===== config.mk =====
export PLATFORM = sky130hd
export DESIGN_NAME = if_prefetch
export DESIGN_NICKNAME = d
export VERILOG_FILES = /design/src/rtl/if_pkg.sv /design/src/rtl/if_fetch_buf.sv /design/src/rtl/if_prefetch.sv
export SDC_FILE = /design/constraint.sdc
export NUM_CORES = 1
export LEC_CHECK = 0
export ABC_CLOCK_PERIOD_IN_PS = 6700
export CAP_MARGIN = 10
export CORE_UTILIZATION = 50
export CTS_CLUSTER_DIAMETER = 40
export CTS_CLUSTER_SIZE = 12
export DETAILED_ROUTE_END_ITERATION = 10
export HOLD_SLACK_MARGIN = 0.02
export PLACE_DENSITY = 0.8
export RECOVER_POWER = 50
export SLEW_MARGIN = 20
export SYNTH_ARGS = -nofsm -noshare
export SYNTH_HDL_FRONTEND = slang
export SYNTH_SLANG_ARGS = --single-unit

===== constraint.sdc =====
create_clock -name clk -period 6.7 [get_ports clk]
set_input_delay 1.34 -clock clk [delete_from_list [all_inputs] [get_ports clk]]
set_output_delay 1.34 -clock clk [all_outputs]
set_load 0.005 [all_outputs]

===== src/rtl/if_pkg.sv =====
// Shared definitions for the instruction-fetch stage: default reset PC and
// helpers that size the prefetch-queue pointers and occupancy counters.
package if_pkg;

    localparam int unsigned RST_PC_DEFAULT = 0;

    // Index width for a power-of-two circular buffer of the given depth.
    function automatic int unsigned ptr_w(input int unsigned depth);
        return (depth > 1) ? $clog2(depth) : 1;
    endfunction

    // Width able to hold any occupancy value from 0 to depth inclusive.
    function automatic int unsigned cnt_w(input int unsigned depth);
        return $clog2(depth + 1);
    endfunction

endpackage


===== src/rtl/if_fetch_buf.sv =====
// In-order prefetch queue: entries are allocated on grant, filled in order by
// memory responses, and popped at the head. A flush empties the queue.
module if_fetch_buf
    import if_pkg::*;
#(
    parameter int PC_W    = 16,
    parameter int INSTR_W = 16,
    parameter int DEPTH   = 4,
    localparam int PW     = ptr_w(DEPTH),
    localparam int CW     = cnt_w(DEPTH)
) (
    input  logic               clk,
    input  logic               nRst,
    input  logic               flush,
    input  logic               alloc,
    input  logic [PC_W-1:0]    allocPc,
    input  logic               fill,
    input  logic [INSTR_W-1:0] fillInstr,
    input  logic               pop,
    output logic               headFilled,
    output logic [PC_W-1:0]    headPc,
    output logic [INSTR_W-1:0] headInstr,
    output logic [CW-1:0]      allocCnt,
    output logic [CW-1:0]      unfilledCnt
);

    typedef struct packed {
        logic [PC_W-1:0]    pc;
        logic [INSTR_W-1:0] instr;
        logic               filled;
    } entry_t;

    entry_t        mem [DEPTH];
    logic [PW-1:0] headPtr;
    logic [PW-1:0] tailPtr;
    logic [PW-1:0] fillPtr;

    // Alloc targets a free slot and fill targets an allocated-but-unfilled
    // slot, so the two writes never collide on the same index.
    always_ff @(posedge clk or negedge nRst) begin
        if (!nRst) begin
            for (int i = 0; i < DEPTH; i++) mem[i] <= '0;
            headPtr     <= '0;
            tailPtr     <= '0;
            fillPtr     <= '0;
            allocCnt    <= '0;
            unfilledCnt <= '0;
        end else if (flush) begin
            headPtr     <= '0;
            tailPtr     <= '0;
            fillPtr     <= '0;
            allocCnt    <= '0;
            unfilledCnt <= '0;
        end else begin
            if (alloc) begin
                mem[tailPtr].pc     <= allocPc;
                mem[tailPtr].instr  <= '0;
                mem[tailPtr].filled <= 1'b0;
                tailPtr             <= tailPtr + PW'(1);
            end
            if (fill) begin
                mem[fillPtr].instr  <= fillInstr;
                mem[fillPtr].filled <= 1'b1;
                fillPtr             <= fillPtr + PW'(1);
            end
            if (pop) headPtr <= headPtr + PW'(1);
            allocCnt    <= allocCnt + CW'(alloc) - CW'(pop);
            unfilledCnt <= unfilledCnt + CW'(alloc) - CW'(fill);
        end
    end

    assign headFilled = (allocCnt != '0) && mem[headPtr].filled;
    assign headPc     = mem[headPtr].pc;
    assign headInstr  = mem[headPtr].instr;

endmodule


===== src/rtl/if_prefetch.sv =====
// Instruction-fetch stage: sequential PC generation, request credit, in-flight
// response discard after redirect. IF_PERF_CNT_EN adds performance counters.
module if_prefetch
    import if_pkg::*;
#(
    parameter int              PC_W    = 16,
    parameter int              INSTR_W = 16,
    parameter int              DEPTH   = 4,
    parameter logic [PC_W-1:0] RST_PC  = PC_W'(RST_PC_DEFAULT)
) (
    input  logic               clk,
    input  logic               nRst,
    input  logic               hlt,
    input  logic               redirect,
    input  logic [PC_W-1:0]    redirectPc,
    output logic               imReq,
    output logic [PC_W-1:0]    imAddr,
    input  logic               imGnt,
    input  logic               imRspValid,
    input  logic [INSTR_W-1:0] imRspData,
    output logic               dValid,
    output logic [INSTR_W-1:0] dInstr,
    output logic [PC_W-1:0]    dPc,
    input  logic               dReady,
    output logic [PC_W-1:0]    fetchPc
`ifdef IF_PERF_CNT_EN
    ,
    output logic [31:0]        perfFetched,
    output logic [31:0]        perfDropped,
    output logic [31:0]        perfStall
`endif
);

    localparam int CW = cnt_w(DEPTH);

    logic [CW-1:0] allocCnt;
    logic [CW-1:0] unfilledCnt;
    logic [CW-1:0] dropCnt;
    logic [CW-1:0] dropNext;
    logic [CW:0]   credit;
    logic [CW:0]   pending;
    logic          grant;
    logic          fill;
    logic          pop;
    logic          dropping;

    // Handshakes: a request transfers on imReq&&imGnt, and imReq/imAddr hold
    // until it does; decode transfers on dValid&&dReady, dInstr/dPc holding
    // meanwhile. Both sides may only act on the transfer cycle.
    assign credit   = {1'b0, allocCnt} + {1'b0, dropCnt};
    assign imReq    = !hlt && !redirect && (credit < (CW+1)'(DEPTH));
    assign imAddr   = fetchPc;
    assign grant    = imReq && imGnt;
    assign dropping = imRspValid && (dropCnt != '0);
    assign fill     = imRspValid && (dropCnt == '0) && (unfilledCnt != '0) && !redirect;
    assign pop      = dValid && dReady && !redirect;

    // On redirect every still-unfilled entry becomes a response to discard,
    // less the one arriving this cycle (it is absorbed either way).
    always_comb begin
        pending  = {1'b0, dropCnt} + {1'b0, unfilledCnt};
        dropNext = dropCnt;
        if (redirect) begin
            if (imRspValid && (pending != '0)) pending = pending - (CW+1)'(1);
            dropNext = pending[CW-1:0];
        end else if (dropping) begin
            dropNext = dropCnt - CW'(1);
        end
    end

    always_ff @(posedge clk or negedge nRst) begin
        if (!nRst) begin
            fetchPc <= RST_PC;
            dropCnt <= '0;
        end else begin
            dropCnt <= dropNext;
            if (redirect) fetchPc <= redirectPc;
            else if (grant) fetchPc <= fetchPc + PC_W'(1);
        end
    end

    if_fetch_buf #(
        .PC_W    (PC_W),
        .INSTR_W (INSTR_W),
        .DEPTH   (DEPTH)
    ) u_buf (
        .clk         (clk),
        .nRst        (nRst),
        .flush       (redirect),
        .alloc       (grant),
        .allocPc     (fetchPc),
        .fill        (fill),
        .fillInstr   (imRspData),
        .pop         (pop),
        .headFilled  (dValid),
        .headPc      (dPc),
        .headInstr   (dInstr),
        .allocCnt    (allocCnt),
        .unfilledCnt (unfilledCnt)
    );

`ifdef IF_PERF_CNT_EN
    logic discard;
    assign discard = imRspValid && ((dropCnt != '0) || (redirect && (unfilledCnt != '0)));

    always_ff @(posedge clk or negedge nRst) begin
        if (!nRst) begin
            perfFetched <= '0;
            perfDropped <= '0;
            perfStall   <= '0;
        end else begin
            if (pop) perfFetched <= perfFetched + 32'd1;
            if (discard) perfDropped <= perfDropped + 32'd1;
            if (!imReq && !hlt) perfStall <= perfStall + 32'd1;
        end
    end
`endif

endmodule


==> results of run 1 <==
stage by stage:
step           cells  total power [mW]  cell area (µm²)  utilization (%)
2_1_floorplan    572             1.615             8059                -
3_3_place_gp     847             1.871             9101            57.50
3_5_place_dp     847             1.908             9101            57.50
4_1_cts          879             2.807             9637            60.89
5_1_grt          879             2.911             9620            60.78
6_report         879             2.782             9620            60.78
where the power goes:
| part | leakage [nW] | switching (mW) | internal, mW |
|---|---|---|---|
| Clock | 0.266 | 0.415 | 0.481 |
| Combinational | 2.03 | 0.241 | 0.409 |
| Sequential | 2.20 | 0.118 | 1.12 |
placed cells by master (no fill, tap or decap), types with 3 or more instances in the layout:
master           netlist  routed
a31oi_1                5       5
ha_1                  21      21
o31ai_1                4       4
fa_1                   3       3
clkinv_2               0       4
o21ai_0                6       6
inv_6                  0       3
a221o_1               10      10
dlygate4sd3_1          0      24
nor3_1                10      10
a22o_1                64      64
clkbuf_16              0      17
clkbuf_1              17       4
and3_1                 4       4
a21oi_1                4       4
a21oi_2                4       4
clkdlybuf4s50_1        0      78
nand2_4                4       4
a21o_1                11      11
clkinv_4               0       3
nand3_1               12      12
inv_1                 18      18
mux4_2                33      33
nand4_1                2       3
nor2_1                13      13
nand2_1               14      14
dfrtp_1              163     163
xnor2_1                4       4
mux2_4                36      36
mux2_2                28      28
or4_1                  4       4
buf_4                 21       7
nor2b_1                3       3
nor4b_4                4       4
xor2_1                 5       5
cells by family (layout without fill, tap and decap cells):
| group | count (synthesis) | count (layout) | synth area share, % |
|---|---|---|---|
| xor gates and xnor gates | 9 | 9 | 0.9780 |
| DFF | 163 | 163 | 50.61 |
| and+or+nand+nor | 86 | 86 | 7.173 |
| adders and majority gates | 24 | 24 | 4.006 |
| muxes | 99 | 99 | 20.09 |
| buffers and inverters | 72 | 163 | 4.937 |
| AOI/OAI and AO/OA | 119 | 119 | 12.20 |
area by class of cell:
type                            count  area (µm²)  share of cell area, %
Timing Repair Buffer              112        1092                  11.35
Clock buffer                       19       432.9                  4.500
Tap cell                          216       270.3                  2.809
Multi-Input combinational cell    337        3572                  37.13
Inverter                           19       71.32                 0.7413
Sequential cell                   163        4079                  42.40
Clock inverter                     13       102.6                  1.066
critical path, stage by stage:
cell and delay (ns):
clkbuf_1 0.77, nor4_4 0.56, nand4_1 0.79, inv_2 0.81, ha_1 0.25, inv_1 0.05, fa_1 0.39, xor2_1 0.20
xnor2_1 0.14, nor2_1 0.05
layer usage:
metal	global-route usage, %	routed length [µm]
met1	31.53	7853
met2	38.00	9061
met3	4.865	1059
met4	10.24	461
met5	0	0
final timing paths:
kind	startpoint	to	slack [ns]	cells past startpoint
min in group asynchronous	nRst	u_buf.mem[113]	1.01	1
max in group asynchronous	nRst	asynchronous set/reset pin	2.07	2
worst min register to register	u_buf.mem[33]	u_buf.mem[33]	0.48	1
worst min-delay path	u_buf.mem[33]	u_buf.mem[33]	0.48	1
worst max register to register	dropCnt[1]	u_buf.unfilledCnt[2]	2.81	10
worst max-delay path	redirect	u_buf.unfilledCnt[2]	1.55	10
cells in the mapped netlist, types with 3 or more instances:
| cell | count |
|---|---|
| nand3_1 | 12 |
| buf_2 | 9 |
| a21oi_1 | 4 |
| a21oi_2 | 4 |
| nor4b_4 | 4 |
| clkbuf_1 | 17 |
| fa_1 | 3 |
| xor2_1 | 5 |
| nor2b_1 | 3 |
| mux4_2 | 33 |
| inv_1 | 18 |
| a21o_1 | 11 |
| a31oi_1 | 5 |
| nand2_1 | 14 |
| o31ai_1 | 4 |
| a221o_1 | 10 |
| ha_1 | 21 |
| a22o_1 | 64 |
| o21ai_0 | 6 |
| mux2_4 | 36 |
| buf_4 | 21 |
| or4_1 | 4 |
| mux2_2 | 28 |
| and3_1 | 4 |
| nor3_1 | 10 |
| nand2_4 | 4 |
| xnor2_1 | 4 |
| dfrtp_1 | 163 |
| buf_6 | 5 |
| nor2_1 | 13 |
==> flow_summary.yaml, run 1 <==
floorplanning:
  dieArea_mm2: 0.01663
  die_x_um: 129.0
  die_h_um: 129.0
  ios: 105
  rows: 46
  initial_core_util_pct: 50.92
  coreArea_mm2: 0.01583
logic_synthesis:
  syn-num-nets: 635
  synth_top_area_share_pct: 50.61
  synth-main-ff-cell: "dfrtp_1"
  synth-seq-area-share_pct: 50.61
  yosysTopAreaCell: "dfrtp_1"
  ys_warn_count: 0
  synth_area_mm2: 0.008059
  synthTopCellsByArea: "dfrtp_1, mux4_2, a22o_1"
  synth_edf_count: 0
  ys_types: 56
  syn_avg_cell_area_um2: 14.09
  ys_ff_latch: 163
  synth_cells: 572
  async_flop_share_pct: 100.0
min_path:
  hold_class: "flop to flop"
outcome:
  violations: "capacitance limit, slew limit"
  status: "finished with violations"
clock_tree:
  cts_buffers: 17
  root_buffer: "clkbuf_16"
  cts_hold_buf: 0
  clk_path_buf_depth: 2
  cts_htree_levels: 4
  cts.sinks: 163
  tritoncts: "done"
  clock_latency_ns: 0.43
  clk_pin_slew_ns: 0.06
  postCtsSetupBuffers: 0
  cts-resized-gates: 0
sta:
  fmax_mhz: 194.3
  skew_ns: 0.008818
  drv_slew: 103
  grt_setup_unrepaired: "no"
  setup_slack_ns: 1.553
  setup_tns_ns: 0
  finalHoldViolations: 0
  min_period_ns: 5.147
  relSlewSlack_pct: -116.6
  tightest_slew_ns: 3.249
  hold_slack_ns: 0.4817
  fin_crit_sh_pct: 76.81
  setup-violations-final: 0
route:
  wl_per_cell_um: 20.97
  num_vias: 5372
  drc: 0
  routed_wl_um: 18440
  drt-initial-drc-count: 413
  ant_nets: 0
  via_per_inst: 6.111
  dr.pass1.iters: 5
global_routing:
  gr-usage-all-layers_pct: 23.73
  grt_pass1_vias: 5557
  antenna_found_initial: 0
  grt_pass1_wl_um: 29830
  gr-total-overflow: 0
  grt_max_degree: 103
final_layout:
  drive_above_1_share_pct: 22.62
  syn2layout_area_growth_pct: 19.38
  num_antenna_cells: 0
  layout.nets: 713
  fill_cells: 1211
placement:
  post-place-ws_ns: 2.134
  gp_congestion: 0.8259
  io_buffers: 104
  dp_hpwl_um: 11520
critical_path:
  arrival_ns: 5.38
  cp-end-kind: "flop"
  critPathKind: "input pin to flop"
  startpoint_type: "input pin"
  worst-path-max-fanout: 39
  cp.required_ns: 6.93
power_and_ir_drop:
  power_leakage_nw: 4.494
  power_density_mw_per_mm2: 289.2
  peakVddDrop_v: 0.0001803
run:
  max-cap-violations: 2
(Power assumes the default switching activity.)
==> inputs of run 2 (changes only) <==
ABC_CLOCK_PERIOD_IN_PS = 4750   (was 6700)
clock period = 4.75 ns   (was 6.7 ns; I/O delays follow)
==> flow_summary.yaml, run 2 (synthesis results as in run 1) <==
outcome:
  status: "finished with violations"
  violations: "capacitance limit, slew limit"
sta:
  tightest_slew_ns: 2.507
  drv_slew: 105
  setup-violations-final: 0
  setup_tns_ns: 0
  relSlewSlack_pct: -67.10
  finalHoldViolations: 0
  fin_crit_sh_pct: 86.24
  grt_setup_unrepaired: "no"
  skew_ns: 0.008152
  fmax_mhz: 244.1
  min_period_ns: 4.097
critical_path:
  critPathKind: "flop to output port"
  slowest_stage: "clkbuf_1"
  max_stage_delay_ns: 0.90
  cp.required_ns: 3.80
  cp-end-kind: "output port"
  arrival_ns: 3.15
  worstPathCellList: "clkbuf_1, mux4_2, and2_1, clkdlybuf4s50_1"
  worst-path-max-fanout: 17
  startpoint_type: "flop"
global_routing:
  grt_pass1_vias: 5628
  gr-total-overflow: 0
  antenna_found_initial: 0
  gr-usage-all-layers_pct: 23.58
  grt_pass1_wl_um: 29860
  grt_max_degree: 105
placement:
  io_buffers: 104
  gp_congestion: 0.8512
  dp_hpwl_um: 11880
final_layout:
  area.sequential_mm2: 0.004080
  syn2layout_area_growth_pct: 19.66
  final_cell_mix: "dfrtp_1, clkdlybuf4s50_1, a22o_1"
  mostFrequentLayoutCell: "dfrtp_1"
  postLayoutCoreUtil_pct: 60.92
  layout.nets: 718
  drive_above_1_share_pct: 23.05
  fill_cells: 1191
  multi_input_area_mm2: 0.003563
  num_antenna_cells: 0
route:
  drt-initial-drc-count: 304
  routed_wl_um: 18340
  drc: 0
  dr.pass1.iters: 5
  wl_per_cell_um: 20.75
  via_per_inst: 6.038
  num_vias: 5338
  ant_nets: 0
floorplanning:
  die_h_um: 129.0
  coreArea_mm2: 0.01583
  dieArea_mm2: 0.01663
  initial_core_util_pct: 50.92
  ios: 105
  die_x_um: 129.0
  rows: 46
clock_tree:
  cts_htree_levels: 4
  tritoncts: "done"
  cts_buffers: 17
  cts_hold_buf: 0
  root_buffer: "clkbuf_16"
  cts.sinks: 163
  clock_latency_ns: 0.43
  cts-resized-gates: 0
  postCtsSetupBuffers: 0
  clk_pin_slew_ns: 0.06
  clk_path_buf_depth: 2
power_and_ir_drop:
  power_leakage_nw: 4.488
  power_density_mw_per_mm2: 408.7
  peakVddDrop_v: 0.0002835
  finalPower_mw: 3.941
run:
  max-cap-violations: 1
min_path:
  hold_class: "flop to flop"
-- run 2: final cells by class --
type,count,area share [%]
sequential,163,42.31
clock inverter,12,1.129
inverter,19,0.7396
tap,216,2.803
clock buffer,20,4.528
timing repair buffer,117,11.53
multi-input combinational,337,36.95
-- run 2: power breakdown --
| group | internal [mW] | switching (mW) |
|---|---|---|
| Sequential | 1.58 | 0.168 |
| Combinational | 0.579 | 0.344 |
| Clock | 0.720 | 0.552 |
| Total | 2.88 | 1.06 |
-- run 2: path summary, 6_finish.rpt --
path | startpoint | to | slack [ns] | depth (start not counted)
min in group asynchronous | nRst | u_buf.mem[110] | 1.29 | 1
max in group asynchronous | nRst | asynchronous set/reset pin | 1.58 | 2
setup reg to reg | u_buf.headPtr[1] | u_buf.allocCnt[2] | 1.16 | 11
hold reg to reg | u_buf.mem[0] | u_buf.mem[0] | 0.49 | 1
setup / recovery | u_buf.headPtr[1] | dValid | 0.65 | 4
hold / removal | u_buf.mem[0] | u_buf.mem[0] | 0.49 | 1
-- run 2: worst max-delay path: cells and delay by family, from the launching register on --
family | cells | cell delay (ns)
AND/OR/NAND/NOR | 1 | 0.16
multiplexers | 1 | 0.45
buffers and inverters | 2 | 1.40
flip-flops | 1 | 0.71
-- run 2: through the flow --
step                      instance area [µm²]  cells  hold slack (ns)  worst slack (ns)
after floorplan                          8059    572           0.4444             1.848
after global placement                   9139    852           0.4531             1.174
after detailed placement                 9139    852           0.4653             1.100
after CTS                                9684    884           0.4900             1.137
after global routing                     9643    884           0.4962            0.5526
final                                    9643    884           0.4889            0.6534
-- run 2: routing by layer --
layer  wire length [µm]  vias up  share of wire (%)  track usage, %
li1                   -     2322                  -               -
met1               8056     2803                 44           31.43
met2               9039      182                 49           38.63
met3                908       31                5.0           4.782
met4                337        0                1.8           8.235
met5                  0        -                  0               0
==> inputs of run 3 (changes only) <==
CELL_PAD_IN_SITES_DETAIL_PLACEMENT = 1   (was not set)
CELL_PAD_IN_SITES_GLOBAL_PLACEMENT = 2   (was not set)
CORE_MARGIN = 2   (was not set)
CORE_UTILIZATION = 39   (was 50)
PLACE_DENSITY = 0.87   (was 0.8)
==> flow_summary.yaml, run 3 (synthesis results as in run 1) <==
global_routing:
  grt_pass1_wl_um: 34850
  grt_max_degree: 100
  grt_pass1_vias: 5995
  gr-total-overflow: 0
  antenna_found_initial: 0
  gr-usage-all-layers_pct: 20.95
critical_path:
  cp-end-kind: "flop"
  critPathKind: "input pin to flop"
  cp.required_ns: 5.04
  crit-reg2reg-launch: "dropCnt[1]"
  crit_start: "hlt"
  endpoint: "u_buf.unfilledCnt[2]"
  arrival_ns: 4.02
  ff2ff_setup_slack_ns: 1.35
  startpoint_type: "input pin"
  worst-path-max-fanout: 23
  worstRegToRegCells: 10
  r2r-end: "u_buf.unfilledCnt[2]"
placement:
  place_inst: 905
  gp_congestion: 0.7636
  post-place-ws_ns: 1.178
  io_buffers: 104
  placed_area_mm2: 0.009199
  dp_hpwl_um: 13770
power_and_ir_drop:
  finalPower_mw: 4.120
  peakVddDrop_v: 0.0002151
  power_leakage_nw: 4.525
  power_density_mw_per_mm2: 422.1
final_layout:
  final_cell_mix: "dfrtp_1, clkdlybuf4s50_1, a22o_1"
  drive_above_1_share_pct: 22.94
  design_area_mm2: 0.009762
  mostFrequentLayoutCell: "dfrtp_1"
  syn2layout_area_growth_pct: 21.13
  fill_cells: 2030
  instances_no_fill: 937
  multi_input_area_mm2: 0.003563
  num_antenna_cells: 0
  area.sequential_mm2: 0.004080
  layout.nets: 717
clock_tree:
  clk_pin_slew_ns: 0.06
  postCtsSetupBuffers: 0
  cts-resized-gates: 0
  cts_htree_levels: 4
  cts_buffers: 17
  clock_latency_ns: 0.43
  cts.sinks: 163
  clk_path_buf_depth: 2
  cts_hold_buf: 0
  tritoncts: "done"
  root_buffer: "clkbuf_16"
sta:
  tightest_slew_ns: 2.506
  setup_slack_ns: 1.024
  fin_crit_sh_pct: 78.44
  skew_ns: 0.005961
  grt_setup_unrepaired: "no"
  fmax_mhz: 268.4
  setup-violations-final: 0
  drv_slew: 100
  min_period_ns: 3.726
  setup_tns_ns: 0
  finalHoldViolations: 0
  relSlewSlack_pct: -67.05
route:
  drc: 0
  drt-initial-drc-count: 271
  num_vias: 5397
  dr.pass1.iters: 5
  routed_wl_um: 21620
  wl_per_cell_um: 23.07
  ant_nets: 0
  via_per_inst: 5.760
outcome:
  violations: "capacitance limit, slew limit"
  status: "finished with violations"
min_path:
  hold_depth: 1
  hold_class: "flop to flop"
floorplanning:
  initial_core_util_pct: 39.83
  die_x_um: 147.8
  die_h_um: 147.8
  rows: 52
  ios: 105
  coreArea_mm2: 0.02023
  dieArea_mm2: 0.02183
run:
  max-cap-violations: 1
==> run 3: cell count changes in the layout (fill, tap and decap cells not counted), sizes merged <==
| cell | previous run | this run |
|---|---|---|
| clkdlybuf4s50 | 85 | 91 |
| dlygate4sd3 | 17 | 11 |
| clkinvlp | 5 | 2 |
| bufinv | 1 | 3 |
| buf | 9 | 10 |
| clkbuf | 26 | 27 |
| clkinv | 5 | 4 |
| inv | 20 | 19 |
==> run 3: area by class of cell <==
cell class / instances / share of cell area (%)
multi-input cells: 337 / 36.50
clock buffers: 23 / 4.794
clock inverters: 9 / 1.320
inverters: 19 / 0.7306
flip-flops and latches: 163 / 41.80
well taps: 270 / 3.461
repair buffers: 116 / 11.39
==> run 3: worst max-delay path: stages <==
cell and delay (ns):
dlygate4sd3_1 0.53, nor4_1 0.43, nand4_2 0.16, inv_1 0.82
ha_1 0.28, inv_1 0.05, fa_1 0.37, xor2_1 0.20
xnor2_1 0.16, nor2_1 0.06
==> run 3: worst min path at each step <==
stage                        startpoint       endpoint  slack [ns]
final                     u_buf.mem[99]  u_buf.mem[99]        0.49
after global routing      u_buf.mem[99]  u_buf.mem[99]        0.51
after CTS                 u_buf.mem[99]  u_buf.mem[99]        0.49
after detailed placement  u_buf.mem[99]  u_buf.mem[99]        0.47
after global placement    u_buf.mem[99]  u_buf.mem[99]        0.46
after floorplan           u_buf.mem[33]  u_buf.mem[33]        0.44
==> run 3: power by group <==
part	internal, mW	total, mW	switching, mW
Sequential	1.58	1.76	0.177
Clock	0.853	1.41	0.556
Combinational	0.586	0.955	0.370
==> run 3: metal layers <==
layer / GRT usage, % / share of wire (%) / vias to the layer above
met5: 0 / 0 / -
met1: 26.86 / 42 / 2907
met3: 4.383 / 4.9 / 20
met4: 6.346 / 1.5 / 0
met2: 35.86 / 51 / 149
li1: - / - / 2321
==> run 3: through the flow <==
stage,util (%),hold slack (ns)
after global routing,48.24,0.5107
final,48.24,0.4872
after floorplan,-,0.4444
after detailed placement,45.46,0.4741
after global placement,45.46,0.4560
after CTS,48.41,0.4873
